**src/rtl/unioperand_pkg.sv**
```systemverilog
// unioperand_pkg: shared FSM/op encodings and default widths for the unioperand core and its data memory.
package unioperand_pkg;
  localparam int DEF_DATA_W = 8;
  localparam int DEF_ADDR_W = 5;
  typedef enum logic [1:0] {IDLE, WAIT, RESP} state_e;
  typedef enum logic {OP_RD, OP_WR} op_e;
endpackage

```
**src/rtl/unioperand_mem_array.sv**
```systemverilog
// unioperand_mem_array: DEPTH x DATA_W single-port RAM, registered read, out-of-range writes dropped and reads return 0.
module unioperand_mem_array
  import unioperand_pkg::*;
#(
  parameter int DATA_W = DEF_DATA_W,
  parameter int ADDR_W = DEF_ADDR_W,
  parameter int DEPTH  = 32
) (
  input  logic              clk,
  input  logic              rst,
  input  logic              we_i,
  input  logic              re_i,
  input  logic [ADDR_W-1:0] addr_i,
  input  logic [DATA_W-1:0] wdata_i,
  output logic [DATA_W-1:0] rdata_o
);
  localparam int AW = $clog2(DEPTH);
  localparam logic [ADDR_W:0] DEPTH_W = (ADDR_W+1)'(DEPTH);
  logic [DATA_W-1:0] mem [DEPTH];
  logic in_range;
  logic [AW-1:0] idx;
  assign in_range = {1'b0, addr_i} < DEPTH_W;
  assign idx = addr_i[AW-1:0];
  always_ff @(posedge clk)
    if (we_i && in_range) mem[idx] <= wdata_i;
  always_ff @(posedge clk)
    if (rst) rdata_o <= '0;
    else if (re_i) rdata_o <= in_range ? mem[idx] : '0;
endmodule

```
**src/rtl/unioperand_mem_responder.sv**
```systemverilog
// unioperand_mem_responder: r/w strobe memory responder with WAIT_STATES latency; UNIOP_MEM_ERRCHK_EN enables err.
module unioperand_mem_responder
  import unioperand_pkg::*;
#(
  parameter int DATA_W      = DEF_DATA_W,
  parameter int ADDR_W      = DEF_ADDR_W,
  parameter int DEPTH       = 32,
  parameter int WAIT_STATES = 2
) (
  input  logic              clk,
  input  logic              rst,
  input  logic              r,
  input  logic              w,
  input  logic [ADDR_W-1:0] addr,
  input  logic [DATA_W-1:0] wdata,
  output logic [DATA_W-1:0] rdata,
  output logic              ready,
  output logic              busy,
  output logic              err
);
  localparam logic [3:0] WS = 4'(WAIT_STATES);
  state_e state_q, state_d;
  op_e op_q, op_d;
  logic [ADDR_W-1:0] addr_q, addr_d;
  logic [DATA_W-1:0] wdata_q, wdata_d;
  logic [3:0] cnt_q, cnt_d;
  logic go;
  always_comb begin
    state_d = state_q;
    op_d    = op_q;
    addr_d  = addr_q;
    wdata_d = wdata_q;
    cnt_d   = cnt_q;
    case (state_q)
      IDLE: if (r || w) begin
        op_d    = w ? OP_WR : OP_RD;
        addr_d  = addr;
        wdata_d = wdata;
        cnt_d   = WS;
        state_d = (WAIT_STATES > 0) ? WAIT : RESP;
      end
      WAIT: begin
        cnt_d   = cnt_q - 4'd1;
        state_d = (cnt_q == 4'd1) ? RESP : WAIT;
      end
      default: state_d = IDLE;
    endcase
  end
  always_ff @(posedge clk)
    if (rst) begin
      state_q <= IDLE;
      op_q    <= OP_RD;
      addr_q  <= '0;
      wdata_q <= '0;
      cnt_q   <= '0;
    end else begin
      state_q <= state_d;
      op_q    <= op_d;
      addr_q  <= addr_d;
      wdata_q <= wdata_d;
      cnt_q   <= cnt_d;
    end
  // The array acts on the edge that enters RESP, using the operands being latched (or already held).
  assign go    = (state_d == RESP) && !rst;
  assign ready = state_q == RESP;
  assign busy  = state_q != IDLE;
  unioperand_mem_array #(.DATA_W(DATA_W), .ADDR_W(ADDR_W), .DEPTH(DEPTH)) u_mem (
    .clk     (clk),
    .rst     (rst),
    .we_i    (go && op_d == OP_WR),
    .re_i    (go && op_d == OP_RD),
    .addr_i  (addr_d),
    .wdata_i (wdata_d),
    .rdata_o (rdata)
  );
`ifdef UNIOP_MEM_ERRCHK_EN
  localparam logic [ADDR_W:0] DEPTH_W = (ADDR_W+1)'(DEPTH);
  logic err_q;
  always_ff @(posedge clk)
    if (rst) err_q <= 1'b0;
    else if (state_q == IDLE && (r || w)) err_q <= (r && w) || !({1'b0, addr} < DEPTH_W);
  assign err = ready && err_q;
`else
  assign err = 1'b0;
`endif
endmodule
```
**config.mk**
```make
export PLATFORM = sky130hd
export DESIGN_NAME = unioperand_mem_responder
export DESIGN_NICKNAME = d
export VERILOG_FILES = /design/src/rtl/unioperand_pkg.sv /design/src/rtl/unioperand_mem_array.sv /design/src/rtl/unioperand_mem_responder.sv
export SDC_FILE = /design/constraint.sdc
export NUM_CORES = 1
export LEC_CHECK = 0
export ABC_CLOCK_PERIOD_IN_PS = 2900
export CORE_ASPECT_RATIO = 2
export CORE_MARGIN = 2
export CORE_UTILIZATION = 35
export DETAILED_ROUTE_END_ITERATION = 12
export DONT_BUFFER_PORTS = 1
export MAX_ROUTING_LAYER = met4
export PLACE_DENSITY = 0.59
export SKIP_CTS_REPAIR_TIMING = 1
export SLEW_MARGIN = 5
export SYNTH_ARGS = -nofsm -noshare
export SYNTH_HDL_FRONTEND = slang
export SYNTH_SLANG_ARGS = --single-unit
```
**constraint.sdc**
```tcl
create_clock -name clk -period 2.9 [get_ports clk]
set_input_delay 0.29 -clock clk [delete_from_list [all_inputs] [get_ports clk]]
set_output_delay 0.29 -clock clk [all_outputs]
set_load 0.005 [all_outputs]
```
# After elaboration in Yosys (flattened, before gate mapping)
# Memories as Yosys holds them, arrays and structs flattened. A register that Yosys moved wholly into a read port is not among the register bits.
# Index checks and enable logic that the tools add are counted.
# classes
add_sub_neg,1
n_eq_ne,5
muxes,14
bitwise_logic,1
reduce_logical,9
# op_table
operator,n
8-bit 2-to-1 mux,2
5-bit 2-to-1 mux,2
4-bit case mux with 2 select lines,1
1-bit 2-to-1 mux,5
"2-bit equality test, second input constant",2
"4-bit by 1-bit equality test with 1-bit output, second input constant",1
2-bit 2-to-1 mux,2
4-bit 2-to-1 mux,1
2-bit case mux with 2 select lines,1
2-bit nonzero test,2
"4-bit by 1-bit subtractor with 4-bit output, second input constant",1
1-bit logical AND,3
"2-bit by 1-bit equality test with 1-bit output, second input constant",1
2-bit zero test,1
"2-bit != test, second input constant",1
2-bit AND reduction,1
1-bit zero test,1
1-bit logical OR,1
1-bit inverter,1
# word_totals
register_bits,20
mem_bits_rw,256
inputBits,17
output_inout_bits,11
word_cells,36
memories,1
# mem_list
name,words,word_bits,read_ports,rd_ports_with_merged_regs,wr,line_no,source
u_mem.mem,32,8,1,1,1,unioperand_mem_array.sv:19,logic [DATA_W-1:0] mem [DEPTH];

# Depth between registers and ports, before layout
# logic_depth
depth_word,8
mapped_depth,11
ltp_nobuf,8

# By module
# Synthesis repeated with hierarchy kept, for this count alone.
# unflattened
cells_unflattened,630
hier_area_um2,11358.4
# modules_own_cells
module,n_inst,cells_each,area_each_um2,seq_area_each_um2
unioperand_mem_array,1,515,10421.2,7847.5
unioperand_mem_responder,1,115,937.1,400.4

# Worst setup path before layout
# No wires, ideal clock.
# synth_timing
path_type,register to register
from,reg state_q[1]
to,"mem u_mem.mem[10][0] (netlist bit), enable pin"
setup_time_ns,0.370
arrival_time_ns,2.100
t_required_ns,2.530
path_slack_ns,0.429
stages_incl_launch_ff,10
n_path_buf,3
period_less_slack_ns,2.471
cell_sequence,dfxtp_1 -> nor2_4 -> inv_4 -> o21ai_1 -> and2_4 -> buf_6 -> buf_2 -> buf_2 -> nand3_1 -> nor2_1
# synth_between
elab_chain_len,7
word_cells_on_any_way,11
cone_classes,eq/ne: 2; mux: 6; reduce/logical: 3
# synth_lines
item,line_no,source
from (decl),unioperand_mem_responder.sv:22,"state_e state_q, state_d;"
from (signal assigned),unioperand_mem_responder.sv:57,state_q <= state_d;
"2-bit by 1-bit equality test with 1-bit output, or another cell as far along",unioperand_mem_responder.sv:34,case (state_q)
2-bit case mux with 2 select lines,unioperand_mem_responder.sv:34,
2-bit equality test,unioperand_mem_responder.sv:64,assign go = (state_d == RESP) && !rst;
1-bit logical AND,unioperand_mem_responder.sv:64,
1-bit logical AND,unioperand_mem_responder.sv:70,".we_i (go && op_d == OP_WR),"
1-bit 2-to-1 mux,unioperand_mem_array.sv:25,if (we_i && in_range) mem[idx] <= wdata_i;
1-bit 2-to-1 mux (not written as such),unioperand_mem_array.sv:25,
to (decl),unioperand_mem_array.sv:19,
# Several ways; a longest one is shown, not always the timed one.

# Worst setup path after layout
# layout_timing
from,reg state_q[1]
to,"reg u_mem.rdata_o[0], read port of u_mem.mem"
# layout_between
elab_chain_len,5
word_cells_on_any_way,10
cone_classes,eq/ne: 2; mux: 4; bitwise: 1; reduce/logical: 3
# layout_lines
item,line_no,source
"2-bit by 1-bit equality test with 1-bit output, or another cell as far along",unioperand_mem_responder.sv:34,
2-bit case mux with 2 select lines,unioperand_mem_responder.sv:34,
2-bit equality test,unioperand_mem_responder.sv:64,
1-bit logical AND,unioperand_mem_responder.sv:64,
1-bit logical AND,unioperand_mem_responder.sv:71,".re_i (go && op_d == OP_RD),"
to (decl),unioperand_mem_array.sv:15,output logic [DATA_W-1:0] rdata_o
# Several ways; a longest one is shown, not always the timed one.
# A chain may end at the register's enable or synchronous reset.

==> impl_metrics.py <==
metrics = {
    "critical_path": {
        "cp.required_ns": 3.34,
        "startpoint_type": "flip-flop",
        "slowest_delay_ns": 0.36,
        "cp_max_fo": 42,
        "cp.arrival_ns": 3.20,
        "worstSetupPathType": "reg2reg",
        "worstRegToRegCells": 9,
        "crit_path_end_kind": "flip-flop",
        "critPathSlowestCell": "dfxtp_1",
        "cp_cell_sequence": "nor2_4 > inv_4 > o21ai_2 > nand2_4 > buf_12 > mux2i_1 > o221ai_1 > o21ai_0 > a311oi_1",
    },
    "yosys": {
        "yosysUniqueCellTypes": 56,
        "synthesis.nets": 805,
        "ys_ff_latch": 284,
        "ys_async_sr_fraction": 0,
        "synth_edf_count": 256,
        "avgSynthCellArea_um2": 14.5,
        "synth_area_leaders": "edfxtp_1 (68%), dfxtp_1 (4.9%), mux2i_1 (4.4%), nand2_1 (3.7%), a311oi_1 (2.2%)",
        "synthCells": 786,
        "syn-cell-area_um2": 11400,
        "synth_top_cell_by_area": "edfxtp_1",
        "synth_top_cell_area_share": 0.677,
        "yosysSeqAreaShare": 0.726,
        "ys.flop_type": "edfxtp_1",
        "yosys_warnings": 0,
    },
    "placement": {
        "dp_hpwl_um": 21800,
        "placed_area_um2": 12500,
        "portBuffers": 0,
        "place.gp.congestion": 0.882,
    },
    "clock_tree": {
        "clk_pin_slew_ns": 0.07,
        "clockBufferDepth": 3,
        "cts_tree": "built",
        "numCtsBuffers": 24,
        "clk_latency_ns": 0.53,
        "cts-root-buf": "clkbuf_16",
        "cts.sinks": 284,
        "htree_levels": 1,
    },
    "timing": {
        "rsz0062_at_grt": "yes",
        "fin_setup_tns_ns": 0,
        "worst_slew_margin_rel": 0.520,
        "clock_skew_ns": 0.0138,
        "worst_pin_slew_ns": 0.717,
        "fin_crit_ns": 2.76,
        "timing.final.crit_share": 0.951,
        "slew_violations": 0,
        "max_freq_ghz": 0.362,
        "whs_ns": -0.0158,
        "hold_violations": 1,
        "setup_violations": 0,
    },
    "cells_and_area": {
        "nFillCells": 2965,
        "area_growth_pct": 19.6,
        "num_antenna_cells": 0,
        "drive_gt1_frac": 0.192,
        "regArea_um2": 8250,
        "design_area_um2": 13600,
        "final_nets": 905,
        "multiInputGateArea_um2": 2870,
        "postLayoutCoreUtil": 0.423,
    },
    "drt": {
        "wirelength_um": 31500,
        "top_layer_used": "met4",
        "ant_nets": 0,
        "num_vias": 7118,
        "drc": 0,
        "post_drt_wl_per_cell_um": 23.6,
        "met3_length_um": 1260,
        "met2_length_um": 17500,
        "vias_per_cell": 5.35,
        "wirelength_met1_um": 10600,
        "drtPass1Iterations": 5,
        "initialDrtViolationCount": 539,
    },
    "die": {
        "num_rows": 93,
        "ios": 28,
        "die_w_um": 131,
        "dieArea_um2": 34000,
        "core_um2": 32100,
        "die_y_um": 259,
        "start_util": 0.354,
    },
    "min_path": {
        "min_path_cells": 2,
        "hold_path_class": "in2reg",
    },
    "global_route": {
        "grt_pass1_vias": 7385,
        "grtUsageTotal": 0.189,
        "antenna_found_initial": 0,
        "grt_max_degree": 43,
        "grt_pass1_wl_um": 46200,
        "overflow": 0,
    },
    "power_and_ir_drop": {
        "power.density_nw_per_um2": 673,
        "p_leak_uw": 0.00464,
        "irDropWorstVdd_uv": 372,
    },
    "run": {
        "cap_violations": 0,
    },
    "status": {
        "violations": "hold timing",
        "run_status": "finished, violations left",
    },
}
==> cells in the mapped netlist, drive strengths merged, types with 2 or more instances <==
library cell    n
a31oi           3
inv             7
a21oi          29
mux4            8
o31ai           2
a2111oi         7
nor4b           3
nand3           8
nor2           63
a311oi         28
o32ai           4
dfxtp          28
and2            2
nand2b          3
nor2b           3
clkbuf         19
or2             5
a211oi         22
mux2            2
nor4            5
mux2i          50
buf            29
edfxtp        256
a221oi          3
and3           25
nor3            5
o21ai          15
ha              2
a41oi           2
nand2         112
o221ai          7
a22oi           4
o22ai          13
==> flip-flops by register name (all words and copies together) (netlist names) <==
register       count
wdata_q            8
op_q               1
state_q            2
u_mem.rdata_o      8
addr_q             5
u_mem.mem        256
cnt_q              4
==> placed cells by master (no fill, tap or decap), drive strengths merged, types with 2 or more instances in the layout <==
| master | count |
|---|---|
| edfxtp | 256 |
| nand2 | 112 |
| buf | 111 |
| nor2 | 63 |
| mux2i | 50 |
| a21oi | 29 |
| a311oi | 28 |
| dfxtp | 28 |
| and3 | 25 |
| clkbuf | 25 |
| a211oi | 22 |
| o21ai | 15 |
| o22ai | 13 |
| dlygate4sd3 | 11 |
| nand3 | 8 |
| mux4 | 8 |
| inv | 8 |
| o221ai | 7 |
| a2111oi | 7 |
| clkinv | 7 |
| clkinvlp | 6 |
| nor3 | 5 |
| nor4 | 5 |
| bufinv | 5 |
| or2 | 5 |
| a22oi | 4 |
| o32ai | 4 |
| nand2b | 3 |
| nor4b | 3 |
| nor2b | 3 |
| a221oi | 3 |
| a31oi | 3 |
| a41oi | 2 |
| o31ai | 2 |
| mux2 | 2 |
| ha | 2 |
| and2 | 2 |
==> routing by layer <==
| layer | track usage | vias up |
|---|---|---|
| met2 | 0.362 | 202 |
| met4 | 0.119 | 0 |
| li1 | - | 3232 |
| met5 | - | - |
| met1 | 0.177 | 3599 |
| met3 | 0.0235 | 85 |
==> cells by family after synthesis <==
group / Yosys count / share of synthesized area
DFF: 284 / 0.726
and+or+nand+nor: 238 / 0.0935
AOI/OAI and AO/OA: 145 / 0.0915
muxes: 60 / 0.0619
buffers and inverters: 55 / 0.0237
adders and majority gates: 2 / 0.00220
other: 1 / 0.000330
xor gates and xnor gates: 1 / 0.000771
==> critical path, delay by kind of cell (launching register included) <==
kind | cells | cell delay, ns
buffers and inverters | 2 | 0.31
DFF | 1 | 0.36
and+or+nand+nor | 2 | 0.41
AOI/OAI and AO/OA | 4 | 1.35
muxes | 1 | 0.16
==> power by group <==
part / leakage (uW) / switching (uW) / internal (uW) / total, uW
sequential: 0.00256 / 21.4 / 4560 / 4590
combinational: 0.00168 / 680 / 341 / 1020
clock: 0.000405 / 1500 / 2040 / 3530
==> final timing paths <==
| check | start | endpoint | slack, ns |
|---|---|---|---|
| worst max-delay path | state_q[1]$_SDFF_PP0_ | u_mem.rdata_o[0]$_SDFFE_PP0P_ | 0.14 |
| worst min-delay path | rst | state_q[1]$_SDFF_PP0_ | -0.02 |
| worst max register to register | state_q[1]$_SDFF_PP0_ | u_mem.rdata_o[0]$_SDFFE_PP0P_ | 0.14 |
| worst min register to register | wdata_q[0]$_SDFF_PP0_ | wdata_q[0]$_SDFF_PP0_ | 0.47 |
==> cell type report <==
type                    instances  share of cell area
well taps                     427              0.0393
clock buffers                  25              0.0461
multi-input cells             447               0.211
clock inverters                19              0.0181
flip-flops and latches        284               0.607
repair buffers                122              0.0759
inverters                       7             0.00212
==> through the flow <==
step                      std cells  setup WS (ns)  power, uW  hold slack, ns
after global placement         1270         0.0694       5640           0.362
after floorplan                 786          0.429       5240           0.426
after global routing           1331        -0.0167       9400         0.00279
after CTS                      1314        -0.0182       9160          -0.200
final                          1331          0.141       9140         -0.0158
after detailed placement       1270        0.00229       5650           0.367
Power figures use the tool's default switching activity.
